**src/rtl/deser_pkg.sv**
```systemverilog
// Shared types and constants for the serial-in/parallel-out receiver.
package deser_pkg;

    // State of the output holding register.
    typedef enum logic {
        EMPTY = 1'b0,
        FULL  = 1'b1
    } deser_state_t;

    localparam int W_DEFAULT = 8;

endpackage

```
**src/rtl/sipo_deser_bit_counter.sv**
```systemverilog
// Counts received bits of the current partial word and wraps after the last bit.
module bit_counter #(
    parameter  int w  = deser_pkg::W_DEFAULT,
    localparam int CW = $clog2(w)
) (
    input  logic          clk,
    input  logic          rst,
    input  logic          clr,
    input  logic          inc,
    output logic [CW-1:0] count,
    output logic          last
);

    logic [CW-1:0] count_d, count_q;

    // Next count: clear wins, otherwise advance and wrap to 0 past w-1.
    always_comb begin
        count_d = count_q;
        if (clr) begin
            count_d = '0;
        end else if (inc) begin
            count_d = last ? '0 : count_q + CW'(1);
        end
    end

    // Count register with synchronous reset.
    always_ff @(posedge clk) begin
        if (rst) count_q <= '0;
        else     count_q <= count_d;
    end

    assign count = count_q;
    assign last  = (count_q == CW'(w - 1));

endmodule

```
**src/rtl/sipo_deser.sv**
```systemverilog
// Serial-in/parallel-out receiver: rebuilds LSB-first words from a bit strobe
// stream and holds each completed word behind a valid/ready handshake.
module sipo_deser
    import deser_pkg::*;
#(
    parameter  int w  = W_DEFAULT,
    localparam int CW = $clog2(w)
) (
    input  logic          clk,
    input  logic          rst,
    input  logic          sh,
    input  logic          b_in,
    input  logic          clr,
    input  logic          out_ready,
    output logic [w-1:0]  data_out,
    output logic          out_valid,
    output logic [CW-1:0] bit_cnt,
    output logic          ovr
);

    logic [w-1:0] sr_d, sr_q;
    logic [w-1:0] data_d, data_q;
    logic         ovr_d, ovr_q;
    deser_state_t state_d, state_q;

    logic         last;
    logic         done;
    logic [w-1:0] word;

    bit_counter #(.w(w)) u_cnt (
        .clk   (clk),
        .rst   (rst),
        .clr   (clr),
        .inc   (sh),
        .count (bit_cnt),
        .last  (last)
    );

    // A word completes on the strobe carrying its final bit; clr discards that bit.
    assign done = sh && last && !clr;
    assign word = {b_in, sr_q[w-1:1]};

    // Shift register: bits enter at the MSB so the first bit lands in bit 0.
    // The completing bit goes straight into the holding register, so sr is left
    // alone on that edge; the next word overwrites every bit before it is used.
    always_comb begin
        sr_d = sr_q;
        if (clr) begin
            sr_d = '0;
        end else if (sh && !last) begin
            sr_d = {b_in, sr_q[w-1:1]};
        end
    end

    // Holding-register FSM: load, transfer, back-to-back reload and overrun.
    always_comb begin
        state_d = state_q;
        data_d  = data_q;
        ovr_d   = clr ? 1'b0 : ovr_q;
        case (state_q)
            EMPTY: begin
                if (done) begin
                    data_d  = word;
                    state_d = FULL;
                end
            end
            FULL: begin
                if (out_ready && done) begin
                    data_d = word;
                end else if (out_ready) begin
                    state_d = EMPTY;
                end else if (done) begin
                    ovr_d = 1'b1;
                end
            end
            default: state_d = EMPTY;
        endcase
    end

    // State registers with synchronous reset.
    always_ff @(posedge clk) begin
        if (rst) begin
            sr_q    <= '0;
            data_q  <= '0;
            ovr_q   <= 1'b0;
            state_q <= EMPTY;
        end else begin
            sr_q    <= sr_d;
            data_q  <= data_d;
            ovr_q   <= ovr_d;
            state_q <= state_d;
        end
    end

    assign data_out  = data_q;
    assign out_valid = (state_q == FULL);
    assign ovr       = ovr_q;

endmodule

```
**config.mk**
```make
export PLATFORM = sky130hd
export DESIGN_NAME = sipo_deser
export DESIGN_NICKNAME = d
export VERILOG_FILES = /design/src/rtl/deser_pkg.sv /design/src/rtl/sipo_deser_bit_counter.sv /design/src/rtl/sipo_deser.sv
export SDC_FILE = /design/constraint.sdc
export NUM_CORES = 1
export LEC_CHECK = 0
export ABC_AREA = 0
export CORE_UTILIZATION = 42
export DETAILED_ROUTE_END_ITERATION = 7
export PLACE_DENSITY_LB_ADDON = 0.3
export SLEW_MARGIN = 30
export SYNTH_ARGS = -nofsm -noshare
export SYNTH_HDL_FRONTEND = slang
export SYNTH_SLANG_ARGS = --single-unit
```
**constraint.sdc**
```tcl
create_clock -name clk -period 3.6 [get_ports clk]
set_clock_uncertainty 0.15 [all_clocks]
set_input_delay 0.36 -clock clk [delete_from_list [all_inputs] [get_ports clk]]
set_output_delay 0.36 -clock clk [all_outputs]
set_load 0.02 [all_outputs]
```
* Word-level counts from Yosys, hierarchy flattened
Cells that the tools add are included.
** Word-level totals
- Word-level logic and storage cells :: 31
- Output and inout port bits :: 13
- Bits of input ports :: 6
- Flip-flop bits (word level) :: 21
** Cells by class
- Muxes and demuxes :: 13
- Reductions and logical operators :: 8
- Eq/ne operators :: 3
- Add/subtract/negate cells :: 1
- Bitwise operators :: 1
** Operators with widths (count)
- $mux W8 :: 2
- $pmux W8 S2 :: 1
- $mux W1 :: 8
- $logic_and A1 B1 Y1 :: 4
- $add A3 B1 Y3 const B :: 1
- $eq A3 B3 Y1 const B :: 1
- $mux W3 :: 1
- $logic_not A1 Y1 :: 2
- $ne A2 B1 Y1 const B :: 1
- $ne A2 B2 Y1 const B :: 1
- $pmux W1 S2 :: 1
- $reduce_and A2 Y1 :: 1
- $reduce_or A2 Y1 :: 1
- $not A1 Y1 :: 1

* Logic depth before layout (Yosys ltp)
- Depth in word-level cells :: 7
- Gate-level depth with buffers :: 6
- Mapped depth without buffers :: 5

* Cells and area by module
Synthesis repeated with hierarchy kept, for this count alone.
** Unflattened totals
- Cells, all modules :: 80
- Area total of the unflattened synthesis :: 848.3 um^2
** Modules (own cells, without submodules)
- sipo_deser :: times used 1, cells an instance 67, sequential area each 340.3 um^2, area an instance 699.4 um^2
- bit_counter :: times used 1, cells an instance 13, sequential area each 60.1 um^2, area an instance 148.9 um^2

* Worst setup path after synthesis
Ideal clock, no wire load.
- Path kind :: reg-to-reg
- Start point :: register u_cnt.count_q[0], in the netlist u_cnt.count[0]
- End point :: register data_q[0], in the netlist data_out[0]
- Setup slack :: 1.923 ns
- Cell stages (with the launch flop) :: 6
- Arrival :: 1.455 ns
- Setup time :: 0.072 ns
- Data required time :: 3.378 ns
- Clock period less this slack :: 1.677 ns
- Path buffers :: 0
- Cells stage by stage :: dfxtp_1 -> ha_1 -> ha_1 -> nand2_2 -> nor3_4 -> mux2i_1
** On the way
- Word-level cells in the longest chain between the ends :: 6
- Elaborated cells between the ends (all ways) :: 7
- Classes of those cells :: eq/ne: 3; reduce/logical: 4
** Ends and longest elaborated chain
- from (decl) :: RTL line sipo_deser_bit_counter.sv:14 : logic [CW-1:0] count_d, count_q;
- from (signal assigned) :: RTL line sipo_deser_bit_counter.sv:29 : else count_q <= count_d;
- $eq A3 B3 Y1 * :: RTL line sipo_deser_bit_counter.sv:33 : assign last = (count_q == CW'(w - 1));
- $logic_and A1 B1 Y1 * (2 in a row) :: RTL line sipo_deser.sv:40 : assign done = sh && last && !clr;
- $logic_and A1 B1 Y1 :: RTL line sipo_deser.sv:68 : if (out_ready && done) begin
- $ne A2 B1 Y1 (no line)
- $reduce_and A2 Y1 (no line) *
- to (signal assigned) :: RTL line sipo_deser.sv:89 : data_q <= data_d;
- to (decl) :: RTL line sipo_deser.sv:22 : logic [w-1:0] data_d, data_q;
Every way passes the cells marked *; elsewhere a longest branch is shown, timed or not.
A chain may end at the register's enable or synchronous reset.

* Worst setup path after layout
- Start point :: register u_cnt.count_q[0], in the netlist u_cnt.count[0]
- End point :: output port bit_cnt[0]
** RTL lines
- to (decl) :: RTL line sipo_deser.sv:17 : output logic [CW-1:0] bit_cnt,
No word-level cell between the ends.

==> impl_metrics.tcl <==
set metrics [dict create \
    setup-tns-final_ps 0 \
    critPathMaxFanout 3 \
    worstPathBufferInverterCount 1 \
    io_pins 19 \
    critPathLaunchType "flop" \
    final_area_sq_um 1044 \
    min_period_over_period 0.5081 \
    syn_to_final_growth_pct 26.36 \
    post-synth-top-area-fraction 0.4848 \
    internal_power_w 0.0002728 \
    synthTopCellsByArea "dfxtp_1 48%, nand2b_1 13%, mux2i_1 11%" \
    n_antenna_cell 0 \
    path_delay_family "buffers and inverters" \
    wirelength_mm 1.354 \
    ff2ff_path_depth 5 \
    fin_util 0.5853 \
    cts_resized 0 \
    avgRoutedWirePerCell_microns 10.42 \
    max_cap_viol_count 0 \
    fin_crit_ps 1829 \
    startpoint "u_cnt.count[0]$_SDFFE_PP0P_" \
    worstSetupPathType "flop to primary output" \
    core_region_area_sq_um 1783 \
    syn_avg_cell_area_sq_um 9.384 \
    cts_tree "yes" \
    slew_headroom 0.6364 \
    tightest_slew_ps 544.3 \
    timing.rr.start "u_cnt.count[0]$_SDFFE_PP0P_" \
    synth_flop_cell "dfxtp_1" \
    clkPwrFrac 0.300 \
    io_buffer_count 18 \
    dieHeight_microns 46.34 \
    die_area_sq_um 2147 \
    synth_top_family_by_area "simple AND/OR/NAND/NOR gates" \
    pwr_density_cell_nw_per_um2 336.4 \
    async_flop_share 0 \
    via_per_inst 4.738 \
    first_iter_violations 7 \
    hp-class "flop to flop" \
    post-synth-top-count-cell "dfxtp_1" \
    pwr-share-seq 0.636 \
    fmax_mhz 546.7 \
    start_util 0.4632 \
    synth_xor_area_frac 0 \
    place_area_sq_um 1021 \
    synth_fa_ha_area_frac 0.03030 \
    antenna_found_initial 0 \
    crit_path_end_kind "primary output" \
    htreeDepth 1 \
    root_buffer "clkbuf_4" \
    synthSimpleGateAreaFrac 0.2742 \
    place_congestion 0.7199 \
    yosysWarnings 0 \
    worstHoldStart "sr_q[1]$_SDFFE_PP0P_" \
    p_sw_frac 0.2229 \
    dpl.hpwl_microns 935.3 \
    grt_pass1_wl_mm 2.228 \
    rows 15 \
    ctsHoldBuffers 0 \
    clock_sinks 20 \
    clockBufferDepth 2 \
    netlist_area_sq_um 825.8 \
    leakagePower_nw 0.3456 \
    switchingPower_w 0.00007824 \
    cp_data_required_time_ps 3090 \
    grt_use_met3 0.03529 \
    drive_gt1_frac 0.07619 \
    syn-num-nets 96 \
    synth_compound_gate_area_share 0.06818 \
    critPathArrivalTime_ps 1320 \
    rsz0062_at_grt "no" \
    path_clk_slew_ps 110 \
    final-max-slew-violation-count 0 \
    grt_max_degree 19 \
    fin_nets 115 \
    top_usage_layer "met2" \
    cts_setup_buffers 0 \
    grt_use_total 0.1508 \
    ant_nets 0 \
    status "complete, no violations" \
    cts_buffers 3 \
    syn-instance-count 88 \
    setup_viol 0 \
    yosysSeqAreaShare 0.4848 \
    drc_errors 0 \
    cp_num_cells 1 \
    crit_path_max_incr_delay_ps 620 \
    ys_seq_elements 20 \
    hold_path_depth 2 \
    synthMuxAreaShare 0.1227 \
    crit_chain "clkdlybuf4s50_1" \
    power_frac_comb 0.064 \
    clk_latency_ps 300 \
    grt-ovfl-total 0 \
    fillCellCount 162 \
    use_met1 0.1881 \
    hold_violations 0 \
    synth_area_leader_cell "dfxtp_1" \
    yosys.cell_types.count 17 \
    gr-usage-met2 0.2167 \
    num_vias 616 \
    synth_edf_count 0 \
    chipWidth_microns 46.34 \
    critPathSlowestCell "clkdlybuf4s50_1" \
    grt_pass1_vias 515 \
    synthTopCellsByCount "20 x dfxtp_1, 17 x nand2b_1, 14 x nand2_1, 9 x mux2i_1, 8 x a21oi_1" \
    first_pass_iters 3 \
    ir_worst_vdd_mv 0.1650 \
]
-- flip-flops by register name, indices dropped and copies added (netlist names) --
register	flops
u_cnt.count	3
out_valid	1
data_out	8
sr_q	7
ovr	1
-- power by group through the flow --
stage	clock, W	combinational (W)	sequential, W
3_5_place_dp	0	0.0000226	0.000228
5_1_grt	0.000117	0.0000242	0.000223
3_3_place_gp	0	0.0000222	0.000228
2_1_floorplan	0	0.0000115	0.000229
4_1_cts	0.000111	0.0000226	0.000223
6_report	0.000105	0.0000223	0.000223
-- final cells by class --
type                            instances  area [sq um]  share of cell area
Multi-Input combinational cell         64         409.1              0.3921
Sequential cell                        20         400.4              0.3837
Tap cell                               25         31.28             0.02998
Clock buffer                            3         22.52             0.02158
Timing Repair Buffer                   18         180.2              0.1727
-- final timing paths --
path | end | slack, ps
setup reg to reg | data_out[1]$_SDFFE_PP0P_ | 1870
hold reg to reg | sr_q[1]$_SDFFE_PP0P_ | 310
hold / removal | sr_q[1]$_SDFFE_PP0P_ | 310
setup / recovery | bit_cnt[0] | 1770
-- through the flow --
stage	setup slack, ps	instances	hold slack, ps	total power [W]
after floorplan	1923	88	286.8	0.0002405
after global placement	1652	127	293.5	0.0002505
after detailed placement	1635	127	299.9	0.0002508
after CTS	1774	130	315.0	0.0003567
after global routing	1706	130	331.2	0.0003643
final	1771	130	311.5	0.0003510
-- cells in the final DEF, fill, tap and decap left out --
cell type        Yosys  layout
a31oi_1              1       1
or2_2                1       1
nand2_2              1       1
nand2b_1            17      17
mux2i_1              9       9
o21ba_2              1       1
nor3_4               1       1
a21oi_1              8       8
clkbuf_4             0       3
ha_1                 2       2
nor2b_1              2       2
dfxtp_1             20      20
clkdlybuf4s50_1      0      18
nand2_1             14      14
nor2_1               5       5
and2b_1              1       1
mux2_2               1       1
-- cell families (layout without fill, tap and decap cells) --
kind of cell,Yosys count,count (layout)
mux,10,10
fa+ha+maj,2,2
flops,20,20
compound gates,10,10
simple gates,42,42
buf+inv,4,21
-- per-layer routing --
layer	routed length (microns)	vias to the layer above
met3	40	5
met2	614	12
met1	651	279
li1	-	320
met5	0	-
met4	46	0
Note: power is estimated with default switching activity, not from simulation.
